$ cat src/rtl/alu_mc.sv
// ---------------------------------------------------------------------------
// alu_mc - multi-cycle EX-stage ALU
//
// Purpose:
//   Logical, arithmetic, shift and compare ops complete in one cycle.
//   Signed and unsigned multiply (radix-2 shift-add) and divide (restoring)
//   iterate one bit per cycle and write the {hi,lo} pair. All results are
//   registered. The pipeline stalls on !o_ready.
//
// Ports:
//   i_clk      rising-edge clock
//   i_rst_n    synchronous active-low reset
//   i_start    issue request, sampled only while o_ready=1
//   i_op       5-bit operation select
//   i_a        operand A / dividend
//   i_b        operand B / divisor / shift source
//   i_shamt    shift amount
//   o_ready    idle, can accept i_start
//   o_done     one-cycle pulse: o_hi/o_lo/o_zero updated
//   o_hi       upper product / remainder (0 for single-cycle ops)
//   o_lo       result / lower product / quotient
//   o_zero     o_lo == 0
//   o_ovf      signed add/sub overflow (only with ALU_MC_OVF_EN)
//
// Build option:
//   ALU_MC_OVF_EN  adds the registered o_ovf output and its overflow logic.
//
// States:
//   S_IDLE | accepting issue; single-cycle ops complete here
//   S_MUL  | one shift-add step per cycle
//   S_DIV  | one restoring-division step per cycle
//   S_FIN  | sign fixup, write {hi,lo}, pulse done
// ---------------------------------------------------------------------------
module alu_mc #(
  parameter int WIDTH = 32,
  parameter int SHW   = $clog2(WIDTH)
) (
  input  logic             i_clk,
  input  logic             i_rst_n,
  input  logic             i_start,
  input  logic [4:0]       i_op,
  input  logic [WIDTH-1:0] i_a,
  input  logic [WIDTH-1:0] i_b,
  input  logic [SHW-1:0]   i_shamt,
  output logic             o_ready,
  output logic             o_done,
  output logic [WIDTH-1:0] o_hi,
  output logic [WIDTH-1:0] o_lo,
  output logic             o_zero
`ifdef ALU_MC_OVF_EN
  ,
  output logic             o_ovf
`endif
);

  typedef enum logic [1:0] {
    S_IDLE = 2'd0,
    S_MUL  = 2'd1,
    S_DIV  = 2'd2,
    S_FIN  = 2'd3
  } state_t;

  localparam logic [SHW:0] CNT_INIT = (SHW+1)'(WIDTH);
  localparam logic [SHW:0] CNT_ONE  = (SHW+1)'(1);

  state_t           r_state;
  logic             r_ready;
  logic             r_done;
  logic [WIDTH-1:0] r_hi;
  logic [WIDTH-1:0] r_lo;
  logic [SHW:0]     r_cnt;
  logic [WIDTH-1:0] r_acc;    // product high half / partial remainder
  logic [WIDTH-1:0] r_mq;     // multiplier -> product low half / dividend -> quotient
  logic [WIDTH-1:0] r_mcand;  // multiplicand / divisor magnitude
  logic             r_neg_p;  // negate product or quotient at FIN
  logic             r_neg_r;  // negate remainder at FIN (dividend sign)
  logic             r_div0;
  logic             r_is_div;

  // ---------------- issue-side decode and single-cycle datapath ----------
  logic             w_is_mul;
  logic             w_is_div;
  logic             w_signed;
  logic [WIDTH-1:0] w_add;
  logic [WIDTH-1:0] w_sub;
  logic [WIDTH-1:0] w_abs_a;
  logic [WIDTH-1:0] w_abs_b;
  logic [WIDTH-1:0] w_res;

  assign w_is_mul = (i_op[4:1] == 4'b0011);
  assign w_is_div = (i_op[4:1] == 4'b1000);
  // Signed variants of both mult (0110) and div (10000) have op[0]=0.
  assign w_signed = ~i_op[0];
  assign w_add    = i_a + i_b;
  assign w_sub    = i_a - i_b;
  assign w_abs_a  = i_a[WIDTH-1] ? -i_a : i_a;
  assign w_abs_b  = i_b[WIDTH-1] ? -i_b : i_b;

  always_comb begin
    w_res = '0;
    if (!i_op[4]) begin
      casez (i_op[3:0])
        4'b0000: w_res = i_a & i_b;
        4'b0001: w_res = i_a | i_b;
        4'b0010: w_res = ~(i_a | i_b);
        4'b0011: w_res = i_a ^ i_b;
        4'b0100: w_res = w_add;
        4'b0101: w_res = w_sub;
        4'b1000: w_res = i_b << i_shamt;
        4'b1001: w_res = i_b >> i_shamt;
        4'b101?: w_res = $signed(i_b) >>> i_shamt;
        4'b1100: w_res = {{(WIDTH-1){1'b0}}, ($signed(i_a) < $signed(i_b))};
        4'b1101,
        4'b111?: w_res = {{(WIDTH-1){1'b0}}, (i_a < i_b)};
        default: w_res = '0;
      endcase
    end
  end

`ifdef ALU_MC_OVF_EN
  logic r_ovf;
  logic w_ovf;

  always_comb begin
    w_ovf = 1'b0;
    if (i_op == 5'b00100)
      w_ovf = (i_a[WIDTH-1] == i_b[WIDTH-1]) && (w_add[WIDTH-1] != i_a[WIDTH-1]);
    else if (i_op == 5'b00101)
      w_ovf = (i_a[WIDTH-1] != i_b[WIDTH-1]) && (w_sub[WIDTH-1] != i_a[WIDTH-1]);
  end

  assign o_ovf = r_ovf;
`endif

  // ---------------- iterative step datapath -------------------------------
  logic [WIDTH:0]     w_msum;
  logic [WIDTH:0]     w_dshift;
  logic [WIDTH-1:0]   w_dsub;
  logic               w_qbit;
  logic [2*WIDTH-1:0] w_prod;
  logic [2*WIDTH-1:0] w_prod_fix;
  logic [WIDTH-1:0]   w_quo;
  logic [WIDTH-1:0]   w_rem;

  assign w_msum     = {1'b0, r_acc} + (r_mq[0] ? {1'b0, r_mcand} : '0);
  assign w_dshift   = {r_acc, r_mq[WIDTH-1]};
  // Only the low bits of the difference are kept: when the quotient bit is
  // set the true difference is below the divisor and fits in WIDTH bits.
  assign w_dsub     = w_dshift[WIDTH-1:0] - r_mcand;
  assign w_qbit     = (w_dshift >= {1'b0, r_mcand});
  assign w_prod     = {r_acc, r_mq};
  assign w_prod_fix = r_neg_p ? -w_prod : w_prod;
  assign w_quo      = r_neg_p ? -r_mq : r_mq;
  assign w_rem      = r_neg_r ? -r_acc : r_acc;

  // ---------------- control FSM -------------------------------------------
  always_ff @(posedge i_clk) begin
    if (!i_rst_n) begin
      r_state  <= S_IDLE;
      r_ready  <= 1'b1;
      r_done   <= 1'b0;
      r_hi     <= '0;
      r_lo     <= '0;
      r_cnt    <= '0;
      r_acc    <= '0;
      r_mq     <= '0;
      r_mcand  <= '0;
      r_neg_p  <= 1'b0;
      r_neg_r  <= 1'b0;
      r_div0   <= 1'b0;
      r_is_div <= 1'b0;
`ifdef ALU_MC_OVF_EN
      r_ovf    <= 1'b0;
`endif
    end else begin
      r_done <= 1'b0;
      case (r_state)
        S_IDLE: begin
          if (i_start) begin
            if (w_is_mul || w_is_div) begin
              r_acc    <= '0;
              r_mq     <= w_signed ? w_abs_a : i_a;
              r_mcand  <= w_signed ? w_abs_b : i_b;
              r_neg_p  <= w_signed & (i_a[WIDTH-1] ^ i_b[WIDTH-1]);
              r_neg_r  <= w_signed & i_a[WIDTH-1];
              r_div0   <= w_is_div & (i_b == '0);
              r_is_div <= w_is_div;
              r_cnt    <= CNT_INIT;
              r_ready  <= 1'b0;
              r_state  <= w_is_mul ? S_MUL : S_DIV;
            end else begin
              r_hi   <= '0;
              r_lo   <= w_res;
              r_done <= 1'b1;
`ifdef ALU_MC_OVF_EN
              r_ovf  <= w_ovf;
`endif
            end
          end
        end
        S_MUL: begin
          r_acc <= w_msum[WIDTH:1];
          r_mq  <= {w_msum[0], r_mq[WIDTH-1:1]};
          r_cnt <= r_cnt - CNT_ONE;
          if (r_cnt == CNT_ONE) r_state <= S_FIN;
        end
        S_DIV: begin
          r_acc <= w_qbit ? w_dsub : w_dshift[WIDTH-1:0];
          r_mq  <= {r_mq[WIDTH-2:0], w_qbit};
          r_cnt <= r_cnt - CNT_ONE;
          if (r_cnt == CNT_ONE) r_state <= S_FIN;
        end
        S_FIN: begin
          if (r_is_div) begin
            // Divide by zero leaves the dividend magnitude in the remainder,
            // so the dividend-sign fixup already yields hi = a.
            r_hi <= w_rem;
            r_lo <= r_div0 ? '1 : w_quo;
          end else begin
            r_hi <= w_prod_fix[2*WIDTH-1:WIDTH];
            r_lo <= w_prod_fix[WIDTH-1:0];
          end
          r_done  <= 1'b1;
          r_ready <= 1'b1;
          r_state <= S_IDLE;
`ifdef ALU_MC_OVF_EN
          r_ovf   <= 1'b0;
`endif
        end
        default: begin
          r_state <= S_IDLE;
          r_ready <= 1'b1;
        end
      endcase
    end
  end

  assign o_ready = r_ready;
  assign o_done  = r_done;
  assign o_hi    = r_hi;
  assign o_lo    = r_lo;
  assign o_zero  = (r_lo == '0);

endmodule

$ cat config.mk
export PLATFORM = sky130hd
export DESIGN_NAME = alu_mc
export DESIGN_NICKNAME = d
export VERILOG_FILES = /design/src/rtl/alu_mc.sv
export SDC_FILE = /design/constraint.sdc
export NUM_CORES = 1
export LEC_CHECK = 0
export BUFFER_PORTS_ARGS = -buffer_cell sky130_fd_sc_hd__clkbuf_2
export CAP_MARGIN = 0
export CORE_ASPECT_RATIO = 0.9
export CORE_MARGIN = 2
export CORE_UTILIZATION = 40
export DETAILED_ROUTE_END_ITERATION = 8
export SLEW_MARGIN = 10
export SYNTH_ARGS = -nofsm -noshare
export SYNTH_HDL_FRONTEND = slang
export SYNTH_SLANG_ARGS = --single-unit
export TNS_END_PERCENT = 100
$ cat constraint.sdc
create_clock -name i_clk -period 3.4 [get_ports i_clk]
set_input_delay 0.68 -clock i_clk [delete_from_list [all_inputs] [get_ports i_clk]]
set_output_delay 0.68 -clock i_clk [all_outputs]
set_load 0.005 [all_outputs]
==> metrics.txt <==
crit start category=input pin; most used cell, CP=buf_4; # DRC=0; die area=~60000 um2; via-per-instance ratio=6.16; Synth area leader=dfxtp_1; f_max=296 MHz; CP peak stage delay=330 ps; Max-slew headroom=0.400; Yosys cell types=between 100 and 150; placer congestion estimate=approximately 1; Post-Route WL=116000 um; Root Driver=clkbuf_16; pwr dens=391 nW/um2; Iter 0 DRT Violations=4021; CP Cell Sequence=clkbuf_2 > inv_1 > ha_1 > a211oi_1 > buf_4 > o21ai_1 > nand2_1 > o221ai_1 > buf_4 > buf_4 > a21boi_0 > buf_4 > nor2_1 > a31o_2 > o22ai_1 > a31oi_2 > o21a_1; post-synthesis cell area=between 20000 and 25000 um2; GRT Overall Usage=0.380; Clock Skew=about 20 ps; placed insts=4496; required time of the critical path=between 3000 and 4000 ps; Hold WC Path Type=reg2reg; Post-synth EDFFs=0; FP Rows=82; CTS H-tree lvls=4; CP Capture Type=register; Max rail drop VDD=0.000427 V; final-report max-slew violation count=0; syn_area_per_cell=7.03 um2; Synth-to-Final Area Change=28.5%; Nets=4036; status=finished clean; CTS Buffer Depth=2; DRT Pass-1 Iters=6; Reg2Reg Depth=15; Hold Path Depth=2; Core Area=roughly 56000 um2; sequential fraction of the synthesis area=0.153; Worst R2R Setup Slack=120 ps; Detail Placement HPWL=95200 um; Max-Cap Viols=0; Leak=roughly 0.013 uW; Clk Latency, worst-skew pair=~500 ps; clk slew on worst S/H paths=80 ps; post-route cell area=between 20000 and 30000 um2; crit path DAT=~3800 ps; syn_nets=3500; I/O pins=~140; RR Endpoint=r_acc[6]; total CTS buffers=17; clock sinks=174; Post-synth ARST share=0; antenna-violating nets left=0; worst reg2reg path startpoint=r_mcand[5]; setup violators final=0; largest net degree at the start of global routing=64; Hold Violations, Final=0; ys flop type=dfxtp_1; Wirelength per Cell=~25 um; top cell type's share of synthesized area=0.153; HP Start=o_hi[23]; minimum clock period=3370 ps; Seq cells post-synth=174; crit path max fanout=3; critical path's slowest cell=ha_1; non-filler instance count after layout=around 4.5k; Synth area leaders=dfxtp_1 (15%), ha_1 (10%), a21oi_1 (7.2%), nor2_1 (5.9%), o21ai_0 (5.3%); Port Buf Inserts=143; DIE WIDTH=255 um; total grt overflow=0; DR vias=28.0k; CTS tree=built; first-pass GRT wire length=between 150000 and 200000 um; Starting Density=0.406; yosys warns=0; initial antenna violation count=3; share of cells above drive strength 1=0.244; DP Area=28300 um2; vias in the first global route=24.9k; CP Class=in2reg; fin util=0.522; WHS Endpoint=o_hi[23]; gate count of the mapped netlist=3237; n_diodes=0; Die H=230 um; Worst-Margin Slew=894 ps; part of the cycle the worst path needs=0.992
## cells by family (layout without fill, tap and decap cells)
group | after synthesis | count (layout) | share of synthesized area
buf+inv | 387 | 936 | 0.0666
compound gates | 1168 | 1168 | 0.331
xor+xnor | 181 | 181 | 0.0696
flops | 174 | 174 | 0.153
simple gates | 1004 | 1004 | 0.205
fa+ha+maj | 186 | 186 | 0.104
mux | 137 | 137 | 0.0708
## cells in the mapped netlist (all sizes together), types with 9 or more instances
cell	count
mux4	17
o31ai	39
inv	154
o21bai	23
and2	16
a21o	52
a22oi	65
mux2	22
nand2b	35
nand2	307
dfxtp	174
a221o	14
a221oi	17
clkbuf	169
o211ai	60
a211oi	72
or4	10
a31oi	39
a2111oi	11
or3	26
o41ai	19
o221ai	31
xnor2	124
nand4	25
o21a	22
xor2	57
nor3	75
buf	62
a21oi	329
ha	182
nor2	357
o22ai	36
nor4	32
o21ai	255
nand3	48
nor2b	25
mux2i	98
and3	13
a311oi	9
## worst max-delay path: cells and delay by family
kind,cells,cell delay [ps]
compound gates,8,1730
fa+ha+maj,1,330
buf+inv,6,840
simple gates,2,170
## power breakdown
| part | internal (uW) | total, uW | leakage (uW) | switching [uW] |
|---|---|---|---|---|
| sequential | 2210 | 2460 | 0.00141 | 244 |
| clock | 1000 | 2120 | 0.000294 | 1120 |
| combinational | 2740 | 6870 | 0.0110 | 4120 |
| total | 5960 | 11400 | 0.0127 | 5490 |
## cell type report
type                    count  area [um2]
clock buffers              17         425
flip-flops and latches    174        3490
inverters                 156         587
fillers                  5779       26800
multi-input cells        2676       18000
repair buffers            748        5560
well taps                 756         946
clock inverters            15         190
## cells in the final DEF, fill, tap and decap left out, types with 15 or more instances in the layout
cell type  Yosys  layout
buf_4          6     582
nor2_1       356     350
a21oi_1      327     321
nand2_1      306     306
o21ai_0      242     232
ha_1         182     180
dfxtp_1      174     171
inv_1        153     152
clkbuf_2       0     141
xnor2_1      124     124
mux2i_1       98      98
nor3_1        72      70
a211oi_1      72      70
a22oi_1       65      65
o211ai_1      58      58
xor2_1        57      56
a21o_1        52      52
nand3_1       46      43
a31oi_1       38      36
o22ai_1       36      34
o31ai_1       38      34
nand2b_1      33      33
nor4_1        30      28
o221ai_1      31      28
nand4_1       25      25
nor2b_1       25      25
or3_1         24      23
o21a_1        22      22
mux2_2        22      22
o21bai_1      23      22
o21ai_1       12      21
buf_12         0      21
clkbuf_16      0      18
mux4_2        17      17
and2_1        15      15
a221oi_1      16      15
## routing by layer
metal | share of wire | global-route usage | vias to the layer above
met1 | 0.47 | 0.575 | 13369
met2 | 0.39 | 0.525 | 1523
met5 | 0.00012 | 0 | -
met3 | 0.11 | 0.0908 | 145
met4 | 0.026 | 0.103 | 2
li1 | - | - | 12953
## state kept, by name, indices dropped and copies added (netlist names)
name	cells
o_done	1
r_neg_r	1
r_state	2
r_div0	1
r_neg_p	1
r_mq	32
r_acc	32
r_mcand	32
o_ready	1
o_hi	32
r_is_div	1
o_lo	32
r_cnt	6
## what timing repair did
action | CTS | global route
pin swaps | 4 | 16
hold buffers | 0 | 0
setup buffers | 8 | 5
gates resized for setup | 6 | 55
setup endpoints to repair | 7 | 46
cloned | 0 | 1
## stage by stage
stage / worst slack [ps] / total power [uW] / hold slack [ps] / setup TNS, ps
floorplan: 9.55 / 6210 / 442 / 0
global placement: -545 / 9020 / 434 / -7360
detailed placement: -625 / 9030 / 443 / -9130
CTS: 4.86 / 11200 / 459 / 0
global route: -40.3 / 12000 / 491 / -188
finish: 26.8 / 11400 / 454 / 0
## how the worst max path moves through the flow
stage / endpoint / from / cells after the start
2_1_floorplan: o_lo[30] / i_b[7] / 14
3_3_place_gp: o_lo[26] / i_a[0] / 16
3_5_place_dp: o_lo[28] / i_a[0] / 16
4_1_cts: o_lo[26] / i_a[0] / 16
5_1_grt: o_lo[15] / i_b[1] / 17
6_report: o_lo[15] / i_b[1] / 17
Power figures use the tool's default switching activity.
